File: config.mk
export PLATFORM = sky130hd
export DESIGN_NAME = reg_access_init_flat
export DESIGN_NICKNAME = d
export VERILOG_FILES = /design/src/rtl/reg_link_pkg.sv /design/src/rtl/reg_access_init_if.sv /design/src/rtl/reg_access_init_resp_timer.sv /design/src/rtl/reg_access_init.sv /design/src/flat_wrapper.sv
export SDC_FILE = /design/constraint.sdc
export NUM_CORES = 1
export LEC_CHECK = 0
export CAP_MARGIN = 0
export CORE_ASPECT_RATIO = 0.9
export CORE_MARGIN = 4
export CORE_UTILIZATION = 46
export DETAILED_ROUTE_END_ITERATION = 12
export HOLD_SLACK_MARGIN = 0.03
export PLACE_DENSITY = 0.75
export RECOVER_POWER = 25
export SLEW_MARGIN = 15
export SYNTH_ARGS = -nofsm -noshare
export SYNTH_HDL_FRONTEND = slang
export SYNTH_SLANG_ARGS = --single-unit
File: constraint.sdc
create_clock -name clk -period 2.15 [get_ports clk]
set_input_delay 0.645 -clock clk [delete_from_list [all_inputs] [get_ports clk]]
set_output_delay 0.645 -clock clk [all_outputs]
set_load 0.03 [all_outputs]
File: src/rtl/reg_link_pkg.sv
// Shared definitions for the register-access byte link (initiator and responder sides).
package reg_link_pkg;

    localparam int ADDR_W     = 7;
    localparam int DATA_W     = 8;
    localparam int CMD_WR_BIT = 7;

    typedef enum logic [2:0] {
        IDLE      = 3'd0,
        SEND_CMD  = 3'd1,
        SEND_DATA = 3'd2,
        WAIT_RESP = 3'd3,
        DONE      = 3'd4
    } state_e;

    // Command byte: write flag in the MSB, register address below it.
    function automatic logic [7:0] cmd_byte(input logic wr, input logic [ADDR_W-1:0] addr);
        logic [7:0] b;
        b             = 8'(addr);
        b[CMD_WR_BIT] = wr;
        return b;
    endfunction

endpackage

File: src/rtl/reg_access_init_if.sv
// Host request/response and link byte signals of the register-access initiator.
interface reg_access_init_if #(
    parameter int ADDR_W = 7,
    parameter int DATA_W = 8
);
    logic              req_valid;
    logic              req_ready;
    logic              req_wr;
    logic [ADDR_W-1:0] req_addr;
    logic [DATA_W-1:0] req_wdata;
    logic              rsp_valid;
    logic [DATA_W-1:0] rsp_rdata;
    logic              rsp_err;
    logic [7:0]        tx_data;
    logic              tx_valid;
    logic              tx_ready;
    logic [7:0]        rx_data;
    logic              rx_valid;

    // Drives requests, consumes responses, and plays the link FSM.
    modport master (
        output req_valid, req_wr, req_addr, req_wdata, tx_ready, rx_data, rx_valid,
        input  req_ready, rsp_valid, rsp_rdata, rsp_err, tx_data, tx_valid
    );

    // The initiator block itself.
    modport slave (
        input  req_valid, req_wr, req_addr, req_wdata, tx_ready, rx_data, rx_valid,
        output req_ready, rsp_valid, rsp_rdata, rsp_err, tx_data, tx_valid
    );
endinterface

File: src/rtl/reg_access_init_resp_timer.sv
// Read-response timer: clearable, enabled up-counter flagging the last allowed wait cycle.
module resp_timer #(
    parameter int TIMEOUT = 255
) (
    input  logic clk,
    input  logic rst,
    input  logic clr,
    input  logic en,
    output logic tc
);
    localparam int CNT_W = $clog2(TIMEOUT + 1);

    logic [CNT_W-1:0] count;

    assign tc = (count == CNT_W'(TIMEOUT - 1));

    // Count while enabled; hold at terminal count so the value never wraps.
    always_ff @(posedge clk) begin
        if (rst || clr) begin
            count <= '0;
        end else if (en && !tc) begin
            count <= count + 1'b1;
        end
    end
endmodule

File: src/rtl/reg_access_init.sv
// Register-access initiator: one host request -> command (+ data) bytes, optional read response.
//
//  state     | meaning
//  ----------+-------------------------------------------------------
//  IDLE      | ready for a host request
//  SEND_CMD  | presenting {wr, addr} on the link until accepted
//  SEND_DATA | presenting write data until accepted
//  WAIT_RESP | waiting for the read data byte, bounded by TIMEOUT
//  DONE      | one-cycle response pulse to the host
module reg_access_init #(
    parameter int ADDR_W  = 7,
    parameter int DATA_W  = 8,
    parameter int TIMEOUT = 255
) (
    input  logic               clk,
    input  logic               rst,
    reg_access_init_if.slave   bus,
    output logic               busy
);
    import reg_link_pkg::*;

    localparam logic [2:0] S_IDLE      = IDLE;
    localparam logic [2:0] S_SEND_CMD  = SEND_CMD;
    localparam logic [2:0] S_SEND_DATA = SEND_DATA;
    localparam logic [2:0] S_WAIT_RESP = WAIT_RESP;
    localparam logic [2:0] S_DONE      = DONE;

    logic [2:0]        state;
    logic              wr_reg;
    logic [ADDR_W-1:0] addr_reg;
    logic [DATA_W-1:0] wdata_reg;
    logic [DATA_W-1:0] rdata_reg;
    logic              err_reg;
    logic              tmr_clr;
    logic              tmr_en;
    logic              tmr_tc;

    // The timer starts from zero on the same edge the read command is accepted.
    assign tmr_clr = (state == S_SEND_CMD) && bus.tx_ready && !wr_reg;
    assign tmr_en  = (state == S_WAIT_RESP);

    resp_timer #(.TIMEOUT(TIMEOUT)) u_timer (
        .clk (clk),
        .rst (rst),
        .clr (tmr_clr),
        .en  (tmr_en),
        .tc  (tmr_tc)
    );

    // Transaction sequencing and request/response capture.
    always_ff @(posedge clk) begin
        if (rst) begin
            state     <= S_IDLE;
            wr_reg    <= 1'b0;
            addr_reg  <= '0;
            wdata_reg <= '0;
            rdata_reg <= '0;
            err_reg   <= 1'b0;
        end else begin
            case (state)
                S_IDLE: begin
                    if (bus.req_valid) begin
                        wr_reg    <= bus.req_wr;
                        addr_reg  <= bus.req_addr;
                        wdata_reg <= bus.req_wdata;
                        state     <= S_SEND_CMD;
                    end
                end
                S_SEND_CMD: begin
                    if (bus.tx_ready) begin
                        state <= wr_reg ? S_SEND_DATA : S_WAIT_RESP;
                    end
                end
                S_SEND_DATA: begin
                    if (bus.tx_ready) begin
                        rdata_reg <= '0;
                        err_reg   <= 1'b0;
                        state     <= S_DONE;
                    end
                end
                S_WAIT_RESP: begin
                    // A response arriving on the terminal cycle still counts as data.
                    if (bus.rx_valid) begin
                        rdata_reg <= bus.rx_data;
                        err_reg   <= 1'b0;
                        state     <= S_DONE;
                    end else if (tmr_tc) begin
                        rdata_reg <= '0;
                        err_reg   <= 1'b1;
                        state     <= S_DONE;
                    end
                end
                S_DONE:  state <= S_IDLE;
                default: state <= S_IDLE;
            endcase
        end
    end

    assign bus.req_ready = (state == S_IDLE);
    assign bus.tx_valid  = (state == S_SEND_CMD) || (state == S_SEND_DATA);
    assign bus.tx_data   = (state == S_SEND_CMD)  ? cmd_byte(wr_reg, addr_reg) :
                           (state == S_SEND_DATA) ? wdata_reg : 8'h00;
    assign bus.rsp_valid = (state == S_DONE);
    assign bus.rsp_rdata = rdata_reg;
    assign bus.rsp_err   = err_reg;
    assign busy          = (state != S_IDLE);
endmodule

File: src/flat_wrapper.sv
// flat-port wrapper written by rule: the top's interface ports become plain ports
module reg_access_init_flat import reg_link_pkg::*;
#(
    parameter int ADDR_W  = 7,
    parameter int DATA_W  = 8,
    parameter int TIMEOUT = 255
)
  (clk, rst, busy, bus_req_valid, bus_req_wr, bus_req_addr, bus_req_wdata, bus_tx_ready, bus_rx_data, bus_rx_valid, bus_req_ready, bus_rsp_valid, bus_rsp_rdata, bus_rsp_err, bus_tx_data, bus_tx_valid);
  reg_access_init_if #(.ADDR_W(ADDR_W), .DATA_W(DATA_W)) bus_i ();
  input  logic clk;
  input  logic rst;
  output logic busy;
  input wire logic [$bits(bus_i.req_valid)-1:0] bus_req_valid;
  input wire logic [$bits(bus_i.req_wr)-1:0] bus_req_wr;
  input wire logic [$bits(bus_i.req_addr)-1:0] bus_req_addr;
  input wire logic [$bits(bus_i.req_wdata)-1:0] bus_req_wdata;
  input wire logic [$bits(bus_i.tx_ready)-1:0] bus_tx_ready;
  input wire logic [$bits(bus_i.rx_data)-1:0] bus_rx_data;
  input wire logic [$bits(bus_i.rx_valid)-1:0] bus_rx_valid;
  output wire logic [$bits(bus_i.req_ready)-1:0] bus_req_ready;
  output wire logic [$bits(bus_i.rsp_valid)-1:0] bus_rsp_valid;
  output wire logic [$bits(bus_i.rsp_rdata)-1:0] bus_rsp_rdata;
  output wire logic [$bits(bus_i.rsp_err)-1:0] bus_rsp_err;
  output wire logic [$bits(bus_i.tx_data)-1:0] bus_tx_data;
  output wire logic [$bits(bus_i.tx_valid)-1:0] bus_tx_valid;
  assign bus_i.req_valid = bus_req_valid;
  assign bus_i.req_wr = bus_req_wr;
  assign bus_i.req_addr = bus_req_addr;
  assign bus_i.req_wdata = bus_req_wdata;
  assign bus_i.tx_ready = bus_tx_ready;
  assign bus_i.rx_data = bus_rx_data;
  assign bus_i.rx_valid = bus_rx_valid;
  assign bus_req_ready = bus_i.req_ready;
  assign bus_rsp_valid = bus_i.rsp_valid;
  assign bus_rsp_rdata = bus_i.rsp_rdata;
  assign bus_rsp_err = bus_i.rsp_err;
  assign bus_tx_data = bus_i.tx_data;
  assign bus_tx_valid = bus_i.tx_valid;
  reg_access_init #(.ADDR_W(ADDR_W), .DATA_W(DATA_W), .TIMEOUT(TIMEOUT)) u_core (.clk(clk), .rst(rst), .bus(bus_i), .busy(busy));
endmodule
* Yosys cells after proc, flatten, opt, wreduce, memory -nomap -nowiden
Index checks and enable logic that the tools add are counted.
** Word-level totals
- Register bits after elaboration :: 36
- Output and inout bits :: 21
- Bits of input ports :: 29
- Logic and storage cells :: 47
** Cells by class
- Add/subtract/negate cells :: 1
- Equal/unequal tests :: 9
- Mux-type cells :: 17
- Reduce and logical (&&, ||, !) cells :: 13
** Operators by type and width (count)
- $mux 8 :: 5
- $pmux 8 s2 :: 1
- $mux 3 :: 5
- $pmux 3 s4 :: 1
- $add 8x1->8 const B :: 1
- $eq 8x8->1 const B :: 1
- $eq 3x2->1 const B :: 2
- $ne 2x2->1 const B :: 3
- $mux 1 :: 4
- $reduce_and 4->1 :: 1
- $eq 3x1->1 const B :: 1
- $eq 3x3->1 const B :: 1
- $logic_and 1x1->1 :: 3
- $logic_not 3->1 :: 1
- $ne 3x2->1 const B :: 1
- $reduce_and 3->1 :: 1
- $reduce_bool 3->1 :: 1
- $logic_not 1->1 :: 2
- $logic_or 1x1->1 :: 2
- $pmux 1 s2 :: 1
- $reduce_and 2->1 :: 1
- $reduce_bool 2->1 :: 1

* Logic depth before layout (Yosys ltp)
Gate-level depths: netlist of run 1.
- Depth after elaboration :: 4
- Gate-level depth with buffers :: 7
- Mapped depth without buffers :: 6

* Cells and area by module
Synthesis of run 1 repeated with hierarchy kept, for this count alone.
** Unflattened totals
- Cells, all modules :: 192
- Area total of the unflattened synthesis :: 1645.3 sq um
** By module, submodules not included
- reg_access_init :: instances 1, sequential area each 560.5 sq um, cells each 141, area each 1202.4 sq um
- resp_timer :: instances 1, sequential area each 160.2 sq um, cells each 51, area each 442.9 sq um

* Worst setup path before layout of run 1
Ideal clock, no wire load.
- Path type :: reg-to-output
- Start :: register u_core.state[2]
- End :: output bus_rsp_valid
- Cell stages (with the launch flop) :: 4
- Path slack :: 56 ps
- Buffers on the path :: 2
- Arrival time :: 1449 ps
- Data required time :: 1505 ps
- Cell sequence :: dfxtp_1 buf_6 clkbuf_1 nor3b_1
** On the way
- Cells in the longest elaborated chain, start to end :: 1
** Ends and longest elaborated chain
- start: declaration :: line reg_access_init.sv:28 : logic [2:0] state;
- start signal: assignment :: line reg_access_init.sv:71 : state <= wr_reg ? S_SEND_DATA : S_WAIT_RESP;
- $eq 3x3->1 :: line reg_access_init.sv:103 : assign bus.rsp_valid = (state == S_DONE);
- end: declaration :: line flat_wrapper.sv:21 : output wire logic [$bits(bus_i.rsp_valid)-1:0] bus_rsp_valid;
Every way passes these cells.

* Final worst setup path of run 1
- Start :: register u_core.state[1]
- End :: output bus_tx_data[7]
** On the way
- Cells in the longest elaborated chain, start to end :: 3
- Elaborated cells between the ends (all ways) :: 4
- Classes of those cells :: eq/ne (2); mux (2)
** Ends and longest elaborated chain
- $eq 3x2->1 :: line reg_access_init.sv:102 : (state == S_SEND_DATA) ? wdata_reg : 8'h00;
- $mux 8 :: line reg_access_init.sv:102
- $mux 8 * :: line reg_access_init.sv:101 : assign bus.tx_data = (state == S_SEND_CMD) ? cmd_byte(wr_reg, addr_reg) :
- end: declaration :: line flat_wrapper.sv:24 : output wire logic [$bits(bus_i.tx_data)-1:0] bus_tx_data;
Every way passes the cells marked *; elsewhere a longest branch is shown, timed or not.

==> results of run 1 <==
==> where the power goes <==
part,internal (mW),total [mW],switching [mW]
combinational,0.209,0.456,0.247
clock,0.285,0.506,0.221
sequential,0.710,0.742,0.0316
total,1.20,1.70,0.499
==> cell usage in the layout (no fill, tap or decap), types with 2 or more instances in the layout <==
cell type and n:
o211ai_1 3, mux2i_1 4, inv_1 5, a22oi_1 9, a21oi_1 19, nor2b_4 2
nor3_1 2, and3_1 2, nand2b_1 3, buf_4 20, or4_1 2, xnor2_1 2
ha_1 2, a22o_1 8, clkbuf_8 7, dfxtp_1 35, nand2_1 36, nand3_1 2
nor2_1 21, clkdlybuf4s50_1 36, xor2_1 3
==> layout make-up <==
class	count	area share, %
Clock buffer	7	4.18
Timing Repair Buffer	60	24.1
Tap cell	44	2.39
Multi-Input combinational cell	141	37.1
Sequential cell	36	31.4
Inverter	5	0.815
==> cell families (layout without fill, tap and decap cells) <==
family	Yosys count	in the layout	synth area share [%]
adders and majority gates	2	2	1.53
buffers and inverters	16	72	4.65
xor gates and xnor gates	5	5	2.67
DFF	36	36	43.9
and+or+nand+nor	80	80	24.0
muxes	4	4	2.44
AOI/OAI and AO/OA	50	50	20.8
==> worst max-delay path by stage <==
stage                                      start                                    to  slack (ns)  cells past startpoint
global route        u_core.state[1]$_SDFFE_PP0P_                        bus_tx_data[7]      -0.007                      5
detailed placement                  bus_tx_ready  u_core.bus.rsp_rdata[3]$_SDFFE_PP0P_        0.03                      5
CTS                 u_core.state[0]$_SDFFE_PP0P_                        bus_tx_data[7]        0.02                      6
finish              u_core.state[1]$_SDFFE_PP0P_                        bus_tx_data[7]        0.11                      5
floorplan           u_core.state[2]$_SDFFE_PP0P_                         bus_rsp_valid        0.06                      3
global placement                    bus_tx_ready  u_core.bus.rsp_rdata[2]$_SDFFE_PP0P_        0.07                      5
==> metal layers <==
metal / share of wire, % / track usage, % / routed length [um] / vias up
li1: - / - / - / 777
met1: 45 / 19.7 / 1690 / 717
met2: 48 / 28.6 / 1790 / 32
met3: 4.9 / 4.34 / 183 / 9
met4: 1.9 / 5.87 / 72 / 0
met5: 0 / 0 / 0 / -
==> tightest hold or removal path, stage by stage, from the launching register on <==
cell,delay [ns]
dfxtp_1,0.31
nand2_1,0.05
a21oi_1,0.05
==> timing repair <==
action / 4_1_cts / 5_1_grt
hold buffers: 0 / 0
buffers inserted: 0 / 1
endpoints found under the setup margin: 2 / 10
gates resized for setup: 1 / 5
cloned: 0 / 0
==> metrics by stage <==
stage	utilization [%]	setup TNS [ns]	hold slack [ns]	instances	instance area, um^2
floorplan	-	0	0.436	193	1640
global placement	64.2	0	0.444	285	2190
finish	67.6	0	0.454	293	2300
CTS	67.1	0	0.456	292	2280
global route	67.6	-0.00734	0.476	293	2300
detailed placement	64.2	0	0.447	285	2190
==> flow_summary.toml, run 1 <==
[run_status]
status = "finished, final reports clean"

[detailed_routing]
detail_route.vias_per_cell = 5.24
drc = 0
wl_mm = 3.74
ant_nets = 0
drt-pass1-iter-count = 4
wl_per_cell_um = 12.8
drtIter0Drc = 50
vias = 1535

[synth]
synth.distinct_cells = 42
ys_warn_count = 0
synthFlopType = "dfxtp_1"
ys_seq_area_share_pct = 43.9
synth_top_cell_area_share_pct = 43.9
ys_top_cells_by_area = "dfxtp_1 44%, nand2_1 8.2%, a21oi_1 5.8%"
synth_seq_cells = 36
syn_area_mm2 = 0.00164
async_reset_ff_share_pct = 0
synth_edf_count = 0
syn_inst = 193
syn_avg_cell_area_um2 = 8.50
yosys.area.top_type = "dfxtp_1"
syn_nets = 224
ys_top_cells_by_count = "36 x dfxtp_1, 36 x nand2_1, 21 x nor2_1"

[die]
die_w_um = 70.9
die_area_mm2 = 0.00459
die_h_um = 64.7
row_count = 20
ios = 50
start_util_pct = 48.2
coreArea_mm2 = 0.00340

[timing]
skew_ns = 0.00633
clock.fmax_mhz = 489
final-hold-violation-count = 0
tightestPinTransition_ns = 0.811
fin_crit_ns = 2.04
maxSlewHeadroom_pct = 45.4
drv_slew = 0
setup_violations = 0
timing.final.crit_share_pct = 95.1
setup_ws_ns = 0.106

[setup_path]
crit_fanout = 5
cpMostUsedCell = "buf_4"
timing.rr.end = "u_core.state[0]$_SDFFE_PP0P_"
r2r_slack_ns = 0.17
required_ns = 1.50
critPathArrivalTime_ns = 1.40
crit_family = "flip-flops"
max_stage_delay_ns = 0.41
path_cells = "nor2b_4 -> buf_4 -> a22oi_1 -> nor2_1 -> buf_4"
ff2ff_path_depth = 5
critPathKind = "flop to primary output"
start_kind = "flop"
crit_buf_inv = 2
cpMaxStageDelayCell = "dfxtp_1"
end_kind = "primary output"
r2r_start = "u_core.u_timer.count[1]$_SDFFE_PP0P_"

[finish]
fill_cells = 314
diodes = 0
nets = 280
multiInputGateArea_um2 = 855
seqCellArea_um2 = 722
layout-drive-gt1-share_pct = 15.3
syn_to_final_growth_pct = 40.4

[global_route]
grt.total_usage_pct = 16.5
overflow = 0
grt_pass1_vias = 1459
grt_pass1_wl_mm = 6.15
antenna_found_initial = 0
grt_max_degree = 17

[placement]
gp_congestion = 0.771
hpwl_mm = 2.78
port_buffers = 49
dp_slack_ns = 0.0334

[clock_tree]
cts.sinks = 36
htree_levels = 2
cts-buffers-inserted = 5
clock_latency_ns = 0.28
clock-root-buffer = "clkbuf_8"
path_clk_slew_ns = 0.07
cts_tree = "built"
clockBufferDepth = 2

[run]
cap_violations = 0

[hold_path]
worst_hold_path_type = "flop to flop"
min_from = "u_core.addr_reg[1]$_SDFFE_PP0P_"
whs_endpoint = "u_core.addr_reg[1]$_SDFFE_PP0P_"
holdPathStages = 2

[pwr]
powerDensity_mw_per_mm2 = 740
totalPowerFinal_mw = 1.70
ir_worst_vdd_mv = 0.416
leakage_nw = 0.920
No activity file was read; power rests on OpenSTA's default activity.
==> run 2, diff against run 1 <==
==> constraint.sdc (replaced) <==
create_clock -name clk -period 2.2 [get_ports clk]
set_input_delay 0.66 -clock clk [delete_from_list [all_inputs] [get_ports clk]]
set_output_delay 0.66 -clock clk [all_outputs]
set_load 0.03 [all_outputs]
==> flow_summary.toml, run 2 (same netlist as run 1, synthesis figures left out) <==
[run_status]
status = "finished, final reports clean"

[setup_path]
r2r_slack_ns = 0.28
r2r_start = "u_core.u_timer.count[0]$_SDFFE_PP0P_"
crit_fanout = 8
end_kind = "primary output"
setup.worst_path.start = "u_core.state[0]$_SDFFE_PP0P_"
required_ns = 1.54
start_kind = "flop"
critPathArrivalTime_ns = 1.46
timing.rr.end = "u_core.u_timer.count[5]$_SDFFE_PP0P_"
critPathKind = "flop to primary output"
setup.worst_path.end = "bus_tx_data[1]"
ff2ff_path_depth = 6

[detailed_routing]
drt-pass1-iter-count = 4
drc = 0
vias = 1566
ant_nets = 0
wl_per_cell_um = 13.1
detail_route.vias_per_cell = 5.33
drtIter0Drc = 78
wl_mm = 3.86

[timing]
clock.fmax_mhz = 473
fin_crit_ns = 2.12
setup_violations = 0
skew_ns = 0.00566
final-hold-violation-count = 0
drv_slew = 0
whs_ns = 0.455
setup_tns_ns = 0
rsz0062_at_grt = "false"
tightestPinTransition_ns = 0.667
maxSlewHeadroom_pct = 55.5
timing.final.crit_share_pct = 96.2

[clock_tree]
path_clk_slew_ns = 0.07
clock_latency_ns = 0.28
htree_levels = 2
cts_tree = "built"
clock-root-buffer = "clkbuf_8"
cts.sinks = 36
clockBufferDepth = 2
cts-buffers-inserted = 5

[finish]
diodes = 0
final_util_pct = 67.4
nets = 280
layout-drive-gt1-share_pct = 14.4
final_cell_mix = "36 x nand2_1, 36 x clkdlybuf4s50_1, 35 x dfxtp_1"
syn_to_final_growth_pct = 39.8

[global_route]
grt_pass1_vias = 1471
grt.total_usage_pct = 17.8
grt_pass1_wl_mm = 6.54
antenna_found_initial = 0
grt_max_degree = 21
overflow = 0

[die]
row_count = 20
start_util_pct = 48.2
ios = 50
die_h_um = 64.7
die_w_um = 70.9
die_area_mm2 = 0.00459
coreArea_mm2 = 0.00340

[run]
cap_violations = 0

[placement]
hpwl_mm = 2.69
port_buffers = 49
gp_congestion = 0.737

[hold_path]
holdPathStages = 2
min_from = "u_core.wdata_reg[4]$_SDFFE_PP0P_"
worst_hold_path_type = "flop to flop"

[pwr]
ir_worst_vdd_mv = 0.451
powerDensity_mw_per_mm2 = 747
leakage_nw = 0.930
totalPowerFinal_mw = 1.71
## run 2: per-stage QoR
step                std cells  instance area (um^2)  setup slack (ns)
floorplan                 193                  1640            0.0912
global placement          284                  2170            0.0665
detailed placement        284                  2170            0.0550
CTS                       292                  2280           0.00497
global route              294                  2290           0.00451
finish                    294                  2290            0.0842
## run 2: area by class of cell
cell class,count,area [um^2]
clock buffers,6,72.6
clock inverters,2,35.0
fillers,317,1110
inverters,5,18.8
multi-input cells,141,840
flip-flops and latches,36,722
well taps,44,55.1
repair buffers,60,551
## run 2: worst min path at each step
stage,end,slack (ns)
after floorplan,u_core.addr_reg[0]$_SDFFE_PP0P_,0.44
after global placement,u_core.addr_reg[1]$_SDFFE_PP0P_,0.44
after detailed placement,u_core.addr_reg[2]$_SDFFE_PP0P_,0.45
after CTS,u_core.addr_reg[2]$_SDFFE_PP0P_,0.46
after global routing,u_core.wdata_reg[1]$_SDFFE_PP0P_,0.47
final,u_core.wdata_reg[4]$_SDFFE_PP0P_,0.46
## run 2: routing by layer
metal	vias to the layer above	GRT usage (%)	wire length [um]
met4	0	7.75	74
li1	781	-	-
met2	53	29.4	1810
met1	725	22.5	1740
met3	7	3.41	236
met5	-	0	0
## run 2: power breakdown
group | internal (mW) | total, mW | switching, mW
Clock | 0.336 | 0.555 | 0.219
Sequential | 0.694 | 0.722 | 0.0279
Combinational | 0.194 | 0.436 | 0.242
## run 2: repair_timing
action / in CTS / in global routing
buffers inserted: 0 / 1
hold buffers: 0 / 0
setup endpoints to repair: 2 / 9
gates cloned: 0 / 1
resized for setup: 2 / 5
## run 2: worst max-delay path, stage by stage, from the launching register on
cell and delay, ns:
dfxtp_1 0.33, buf_6 0.14, nor2b_2 0.15, buf_4 0.15
a22oi_1 0.17, nor2_1 0.07, buf_4 0.17
==> run 3, diff against run 2 <==
--- a/config.mk
+++ b/config.mk
@@ -11,7 +11,7 @@
 export CORE_UTILIZATION = 46
 export DETAILED_ROUTE_END_ITERATION = 12
 export HOLD_SLACK_MARGIN = 0.03
-export PLACE_DENSITY = 0.75
+export PLACE_DENSITY = 0.84
 export RECOVER_POWER = 25
 export SLEW_MARGIN = 15
 export SYNTH_ARGS = -nofsm -noshare
==> flow_summary.toml, run 3 (same netlist as run 1, synthesis figures left out) <==
[run_status]
status = "finished, final reports clean"

[timing]
tightestPinTransition_ns = 0.671
maxSlewHeadroom_pct = 55.3
drv_slew = 0
clock.fmax_mhz = 472
final-hold-violation-count = 0
setup_violations = 0
timing.final.crit_share_pct = 96.3
skew_ns = 0.00237
setup_tns_ns = 0
setup_ws_ns = 0.0820
fin_crit_ns = 2.12
rsz0062_at_grt = "false"

[setup_path]
critPathKind = "flop to primary output"
critPathArrivalTime_ns = 1.46
required_ns = 1.54
cpMaxStageDelayCell = "dfxtp_1"
max_stage_delay_ns = 0.33
crit_fanout = 7
path_cells = "buf_6 -> nor2b_1 -> buf_4 -> a22oi_1 -> nor2_1 -> buf_4"
end_kind = "primary output"
ff2ff_path_depth = 6
start_kind = "flop"
cpMostUsedCell = "buf_4"
r2r_start = "u_core.u_timer.count[0]$_SDFFE_PP0P_"
timing.rr.end = "u_core.bus.rsp_rdata[6]$_SDFFE_PP0P_"
r2r_slack_ns = 0.40

[die]
start_util_pct = 48.2
die_w_um = 70.9
ios = 50
die_area_mm2 = 0.00459
die_h_um = 64.7
coreArea_mm2 = 0.00340
row_count = 20

[clock_tree]
clock_latency_ns = 0.29
htree_levels = 2
clockBufferDepth = 2
cts.sinks = 36
cts_tree = "built"
path_clk_slew_ns = 0.07
cts-buffers-inserted = 5
hold_buffers = 0
clock-root-buffer = "clkbuf_8"

[finish]
final_cell_mix = "36 x nand2_1, 36 x clkdlybuf4s50_1, 35 x dfxtp_1"
layout-drive-gt1-share_pct = 15.2
diodes = 0
nets = 280
syn_to_final_growth_pct = 40.3

[hold_path]
holdPathStages = 2
min_from = "u_core.wdata_reg[3]$_SDFFE_PP0P_"
whs_endpoint = "u_core.wdata_reg[3]$_SDFFE_PP0P_"
worst_hold_path_type = "flop to flop"

[global_route]
grt.total_usage_pct = 18.2
grt_max_degree = 19
grt_pass1_wl_mm = 6.64
grt_pass1_vias = 1540
overflow = 0
antenna_found_initial = 0

[placement]
hpwl_mm = 2.75
dp_slack_ns = -0.0222
port_buffers = 49
gp_congestion = 0.856

[detailed_routing]
drtIter0Drc = 62
ant_nets = 0
detail_route.vias_per_cell = 5.27
drc = 0
drt-pass1-iter-count = 4
dr.max_layer_used = "met4"
wl_met3_um = 178
wl_mm = 3.98
wl_met2_mm = 1.92
wl_per_cell_um = 13.5
wirelength_met1_mm = 1.80
vias = 1550

[pwr]
leakage_nw = 0.922
powerDensity_mw_per_mm2 = 749
ir_worst_vdd_mv = 0.502

[run]
cap_violations = 0
run 3: changes by cell type in the layout (fill, tap and decap cells not counted), sizes merged:
cell / delta
dlygate4sd2: +1
dlymetal6s2s: -1
run 3: report_power, final:
part | internal, mW | switching, mW | leakage, nW | total, mW
logic | 0.191 | 0.247 | 0.573 | 0.438
registers | 0.694 | 0.0280 | 0.293 | 0.722
clock network | 0.336 | 0.228 | 0.0552 | 0.564
run 3: how the worst max path moves through the flow:
stage | start | to | slack [ns]
after floorplan | u_core.state[2]$_SDFFE_PP0P_ | bus_rsp_valid | 0.09
after global placement | bus_tx_ready | u_core.bus.rsp_rdata[1]$_SDFFE_PP0P_ | 0.05
after detailed placement | bus_tx_ready | u_core.bus.rsp_rdata[6]$_SDFFE_PP0P_ | -0.02
after CTS | u_core.state[0]$_SDFFE_PP0P_ | bus_tx_data[0] | 0.02
after global routing | u_core.state[0]$_SDFFE_PP0P_ | bus_tx_data[4] | 0.008
final | u_core.state[0]$_SDFFE_PP0P_ | bus_tx_data[4] | 0.08
run 3: what timing repair did:
action / in CTS / in global routing
hold endpoints to repair: 0 / 0
setup endpoints to repair: 3 / 8
setup buffers: 0 / 1
resized for setup: 3 / 4
gates cloned: 0 / 1
run 3: final cells by class:
type / instances / area (um^2)
tap: 44 / 55.1
multi-input combinational: 141 / 851
clock inverter: 2 / 35.0
sequential: 36 / 722
timing repair buffer: 60 / 547
inverter: 5 / 18.8
clock buffer: 6 / 72.6
fill: 295 / 1100
run 3: per-stage QoR:
stage | util, % | power, mW | area, um^2 | hold WS [ns] | instances
2_1_floorplan | - | 0.995 | 1640 | 0.436 | 193
3_3_place_gp | 63.8 | 1.15 | 2170 | 0.444 | 284
3_5_place_dp | 63.8 | 1.16 | 2170 | 0.447 | 284
4_1_cts | 67.0 | 1.72 | 2280 | 0.456 | 292
5_1_grt | 67.6 | 1.80 | 2300 | 0.476 | 294
6_report | 67.6 | 1.72 | 2300 | 0.456 | 294
run 3: layer usage:
layer	GRT usage (%)	up-vias
met3	4.34	7
met5	0	-
met4	8.45	0
li1	-	782
met1	21.6	726
met2	30.8	35
run 3: critical path: cells and delay by family, from the launching register on:
kind,cells,cell delay [ns]
AND/OR/NAND/NOR,2,0.25
flip-flops,1,0.33
buffers and inverters,3,0.48
AO/OA/AOI/OAI,1,0.09
